## config.mk

```make
export PLATFORM = sky130hd
export DESIGN_NAME = bcd_display_scanner
export DESIGN_NICKNAME = d
export VERILOG_FILES = /design/src/rtl/bcd_display_scanner_pkg.sv /design/src/rtl/bcd_to_seg7.sv /design/src/rtl/bcd_display_scanner.sv
export SDC_FILE = /design/constraint.sdc
export NUM_CORES = 1
export LEC_CHECK = 0
export ABC_AREA = 1
export CAP_MARGIN = 20
export CORE_UTILIZATION = 40
export DETAILED_ROUTE_END_ITERATION = 8
export GPL_TIMING_DRIVEN = 0
export PLACE_DENSITY = 0.67
export SYNTH_ARGS = -nofsm -noshare
export SYNTH_HDL_FRONTEND = slang
export SYNTH_SLANG_ARGS = --single-unit
```

## constraint.sdc

```tcl
create_clock -name clk -period 4.1 [get_ports clk]
set_input_delay 1.23 -clock clk [delete_from_list [all_inputs] [get_ports clk]]
set_output_delay 1.23 -clock clk [all_outputs]
set_load 0.01 [all_outputs]
```

## src/rtl/bcd_display_scanner_pkg.sv

```systemverilog
// rtl/bcd_display_scanner_pkg.sv - shared definitions for the two-digit 7-segment scanner
// Purpose: scan state encoding, blank segment constant, segment pattern table
//          and a BCD range helper shared by the scanner and its decoder.
// Ports:   none (package).
package bcd_display_scanner_pkg;

  typedef enum logic [1:0] {
    S_UNITS = 2'd0,
    S_GAP_U = 2'd1,
    S_TENS  = 2'd2,
    S_GAP_T = 2'd3
  } scan_state_t;

  // Segment vectors are ordered a..g with index 0 = segment a.
  localparam logic [0:6] SEG_BLANK = 7'b0000000;

  // Index 0 of the packed [0:9] array is the leftmost concatenation element.
  localparam logic [0:9][0:6] SEG_TABLE = {
    7'b1111110,  // 0
    7'b0110000,  // 1
    7'b1101101,  // 2
    7'b1111001,  // 3
    7'b0110011,  // 4
    7'b1011011,  // 5
    7'b1011111,  // 6
    7'b1110000,  // 7
    7'b1111111,  // 8
    7'b1111011   // 9
  };

  function automatic logic bcd_valid(input logic [3:0] d);
    return (d <= 4'd9);
  endfunction

endpackage

```

## src/rtl/bcd_to_seg7.sv

```systemverilog
// rtl/bcd_to_seg7.sv - combinational BCD digit to 7-segment pattern decoder
// Purpose: map one BCD digit to its a..g segment pattern; codes above 9 give all-off.
// Ports:   bcd  in  [3:0]  digit to decode
//          seg  out [0:6]  segments a..g, seg[0]=a, active-high
module bcd_to_seg7
  import bcd_display_scanner_pkg::*;
(
  input  logic [3:0] bcd,
  output logic [0:6] seg
);

  always_comb begin
    seg = SEG_BLANK;
    if (bcd_valid(bcd)) begin
      seg = SEG_TABLE[bcd];
    end
  end

endmodule

```

## src/rtl/bcd_display_scanner.sv

```systemverilog
// rtl/bcd_display_scanner.sv - time-multiplexed two-digit 7-segment display scanner
// Purpose: capture tens/units BCD digits on a load strobe into a shadow register,
//          transfer them to the displayed digits once per scan at the start of the
//          units phase, and scan them onto a shared segment bus with blank gaps.
// Ports:   clk        in   1      rising-edge clock
//          reset      in   1      synchronous, active-high
//          load       in   1      capture tens_bcd/units_bcd this cycle
//          tens_bcd   in   [3:0]  tens digit
//          units_bcd  in   [3:0]  units digit
//          seg        out  [0:6]  segments a..g (inverted when SEG_ACTIVE_LOW)
//          digit_en   out  [1:0]  one-hot enable, [0]=units [1]=tens, 00=dark
//          bcd_err    out  1      sticky, a load presented a digit above 9
module bcd_display_scanner
  import bcd_display_scanner_pkg::*;
#(
  parameter int REFRESH_DIV    = 4,
  parameter int BLANK_LEADING  = 1,
  parameter int SEG_ACTIVE_LOW = 0
) (
  input  logic       clk,
  input  logic       reset,
  input  logic       load,
  input  logic [3:0] tens_bcd,
  input  logic [3:0] units_bcd,
  output logic [0:6] seg,
  output logic [1:0] digit_en,
  output logic       bcd_err
);

  localparam int              PW         = (REFRESH_DIV > 1) ? $clog2(REFRESH_DIV) : 1;
  localparam logic [PW-1:0]   PRESC_LAST = PW'(REFRESH_DIV - 1);

  scan_state_t   state_q, state_d;
  logic [PW-1:0] presc_q, presc_d;
  logic [3:0]    shadow_tens, shadow_units;
  logic [3:0]    active_tens, active_units;
  logic          bcd_err_q;
  logic          load_ok;
  logic          transfer;
  logic [3:0]    show_digit;
  logic [0:6]    seg_dec;
  logic [0:6]    seg_pre;

  assign load_ok  = load & bcd_valid(tens_bcd) & bcd_valid(units_bcd);
  // The only edge leaving S_GAP_T goes into S_UNITS, so this marks the transfer edge.
  assign transfer = (state_q == S_GAP_T);

  // Next state / prescaler. The prescaler falls back to zero whenever the state changes.
  always_comb begin
    state_d = state_q;
    presc_d = '0;
    case (state_q)
      S_UNITS: begin
        if (presc_q == PRESC_LAST) state_d = S_GAP_U;
        else                       presc_d = presc_q + 1'b1;
      end
      S_GAP_U: state_d = S_TENS;
      S_TENS: begin
        if (presc_q == PRESC_LAST) state_d = S_GAP_T;
        else                       presc_d = presc_q + 1'b1;
      end
      S_GAP_T: state_d = S_UNITS;
      default: state_d = S_GAP_T;
    endcase
  end

  always_ff @(posedge clk) begin
    if (reset) begin
      state_q      <= S_GAP_T;
      presc_q      <= '0;
      shadow_tens  <= '0;
      shadow_units <= '0;
      active_tens  <= '0;
      active_units <= '0;
      bcd_err_q    <= 1'b0;
    end else begin
      state_q <= state_d;
      presc_q <= presc_d;
      if (load_ok) begin
        shadow_tens  <= tens_bcd;
        shadow_units <= units_bcd;
      end
      if (load && !load_ok) begin
        bcd_err_q <= 1'b1;
      end
      // A valid load coinciding with the transfer bypasses the shadow.
      if (transfer) begin
        active_tens  <= load_ok ? tens_bcd  : shadow_tens;
        active_units <= load_ok ? units_bcd : shadow_units;
      end
    end
  end

  assign show_digit = (state_q == S_TENS) ? active_tens : active_units;

  bcd_to_seg7 u_dec (
    .bcd (show_digit),
    .seg (seg_dec)
  );

  always_comb begin
    digit_en = 2'b00;
    seg_pre  = SEG_BLANK;
    case (state_q)
      S_UNITS: begin
        digit_en = 2'b01;
        seg_pre  = seg_dec;
      end
      S_TENS: begin
        digit_en = 2'b10;
        // Leading-zero blanking keeps the enable asserted so the scan timing is unchanged.
        if (!((BLANK_LEADING != 0) && (active_tens == 4'd0))) seg_pre = seg_dec;
      end
      default: begin
        digit_en = 2'b00;
        seg_pre  = SEG_BLANK;
      end
    endcase
  end

  assign seg     = (SEG_ACTIVE_LOW != 0) ? ~seg_pre : seg_pre;
  assign bcd_err = bcd_err_q;

endmodule

```

==> impl_metrics.csv <==
group,metric,value,unit
status,status,"finished, final reports clean",
route,wirelength,2040,um
clock_tree,clkSinkCount,21,
min_path,hold_class,"register to register",
finish,ff_latch_area,420,um2
critical_path,crit_chain,"inv_1, ha_1, buf_6, o21ai_4, inv_2, ha_1, inv_1, nor3_1, nor2_1, clkdlybuf4s50_1",
critical_path,path_class,"register to primary output",
placed_design,place_hpwl,1720,um
sta,whs,0.445,ns
synth,syn_nets,177,
route,drtIter0Drc,14,
clock_tree,clk_path_buf_depth,2,
finish,drive_gt1_share,12.6,%
sta,finalHoldViolCount,0,
clock_tree,cts_root_buffer,"clkbuf_4",
synth,async_flop_share,0,%
sta,fin_crit_sh,89.1,%
floorplan,ios,21,
synth,yosysSeqAreaShare,36.4,%
synth,synth_cell_types,22,
route,drt_pass1_iterations,4,
clock_tree,tritoncts,"done",
critical_path,worst-path-max-fanout,10,
floorplan,initial_core_util,42.2,%
finish,syn_to_final_growth,21.3,%
placed_design,port_buffers,18,
power_and_ir_drop,p_total,0.777,mW
finish,nets,200,
clock_tree,clock_latency,0.30,ns
synth,syn_area,1150,um2
sta,fin_setup_tns,0,ns
grt,grt_max_degree,12,
synth,syn_area_per_cell,7.17,um2
power_and_ir_drop,p_per_area,555,nW/um2
grt,grt_antenna_before_repair,0,
clock_tree,htreeDepth,1,
sta,slew_headroom,70.1,%
flow_run,maxCapViolations,0,
critical_path,setup.worst_path.end_class,"primary output",
critical_path,path_delay_family,"buffers and inverters",
sta,setup_slack,0.447,ns
critical_path,worstPathArrival,2.42,ns
finish,fillers,281,
clock_tree,cts_setup_buffers,0,
placed_design,dpl_worst_slack,0.779,ns
floorplan,dieArea,3100,um2
route,wl_per_cell,9.53,um
synth,synth_ff_type,"dfxtp_1",
critical_path,worst-path-buf-inv,5,
sta,rsz0062_at_grt,"no",
route,drc,0,
finish,fin_cells,214,
route,vias,1023,
route,vias_per_cell,4.78,
sta,fmax,0.274,GHz
floorplan,fp.coreArea,2730,um2
sta,setup_viol,0,
route,ant_nets,0,
synth,yosysWarnings,0,
critical_path,cp-start-kind,"register",
grt,grt_pass1_wl,3570,um
grt,grt_pass1_vias,910,
grt,grt-ovfl-total,0,
clock_tree,cts_buffers,3,
synth,synth_seq_cells,21,
power_and_ir_drop,max-vdd-ir-drop,324,uV
floorplan,fp-row-count,19,
grt,grtUsageTotal,13.9,%
synth,synth_edf_count,0,
finish,n_antenna_cell,0,
sta,finalCriticalPeriod,3.65,ns
sta,final-max-slew-violation-count,0,
clock_tree,ctsHoldBuffers,0,
critical_path,crit_path_max_incr_delay,0.54,ns
critical_path,critPathRequiredTime,2.87,ns
sta,worst_pin_slew,0.449,ns
sta,fin_skew,0.000355,ns
floorplan,die_h,55.7,um
clock_tree,clk_pin_slew,0.11,ns
synth,synthCells,161,
clock_tree,cts_resized,0,
floorplan,chipWidth,55.7,um
power_and_ir_drop,leakagePower,0.645,nW
placed_design,dp.cells,210,
placed_design,place.gp.congestion,0.794,
critical_path,critPathSlowestCell,"clkdlybuf4s50_1",
finish,multi_input_area,608,um2
==> cell usage after synthesis (2+ instances only) <==
master | instances | area share [%]
nand2_1 | 27 | 8.8
inv_1 | 23 | 7.5
dfxtp_1 | 21 | 36
a21oi_1 | 19 | 8.2
nor2_1 | 16 | 5.2
nand3_1 | 12 | 5.2
nand4_1 | 8 | 4.3
o21ai_2 | 6 | 4.6
ha_1 | 5 | 5.4
nand2_2 | 4 | 2.2
clkbuf_1 | 3 | 0.98
inv_2 | 3 | 0.98
o21ai_0 | 3 | 1.3
nor3_1 | 2 | 0.87
o21ai_4 | 2 | 2.8
==> sequential cells by signal, summed over array words and instances, names as in the netlist <==
register and count:
presc_q 2, shadow_tens 4, active_units 4, shadow_units 4
state_q 2, bcd_err 1, active_tens 4
==> path summary, 6_finish.rpt <==
path / start / endpoint / slack [ns] / cells past startpoint
max: state_q[0]$_SDFFE_PP1P_ / seg[2] / 0.45 / 10
min: presc_q[0]$_SDFF_PP0_ / presc_q[0]$_SDFF_PP0_ / 0.44 / 1
max reg2reg: state_q[0]$_SDFFE_PP1P_ / state_q[1]$_SDFFE_PP1P_ / 2.67 / 8
min reg2reg: presc_q[0]$_SDFF_PP0_ / presc_q[0]$_SDFF_PP0_ / 0.44 / 1
==> cell usage in the layout, fill, tap and decap left out, drive strengths merged, types with 7 or more instances in the layout <==
master / count
inv: 26
nand4: 8
clkbuf: 7
nand3: 13
nor2: 16
a21oi: 20
dfxtp: 21
clkdlybuf4s50: 18
o21ai: 12
nand2: 31
==> per-stage QoR <==
stage                     util (%)  area, um2
after floorplan                  -       1150
after global routing          51.2       1400
after CTS                     51.2       1400
after global placement        50.2       1370
final                         51.2       1400
after detailed placement      50.2       1370
==> power breakdown <==
part / internal (mW) / switching (mW)
sequential: 0.240 / 0.0184
clock: 0.0379 / 0.0591
combinational: 0.185 / 0.235
==> layer usage <==
layer  global-route usage, %  share of wire (%)
met1                    15.9                 45
met2                    26.9                 49
met3                    1.40                4.0
met4                    4.29                1.0
met5                       0                  0
==> cells by family after synthesis <==
logic type      count (synthesis)  synth area share (%)
compound gates                 32                  18.1
simple gates                   72                  29.2
buf+inv                        31                  10.8
flops                          21                  36.4
fa+ha+maj                       5                  5.42
==> cell type report <==
class,instances,area share [%]
Inverter,26,6.98
Buffer,5,1.97
Tap cell,31,2.77
Multi-Input combinational cell,109,43.5
Sequential cell,21,30.1
Timing Repair Buffer,18,12.9
Clock buffer,4,1.88
Note: power is estimated with default switching activity, not from simulation.
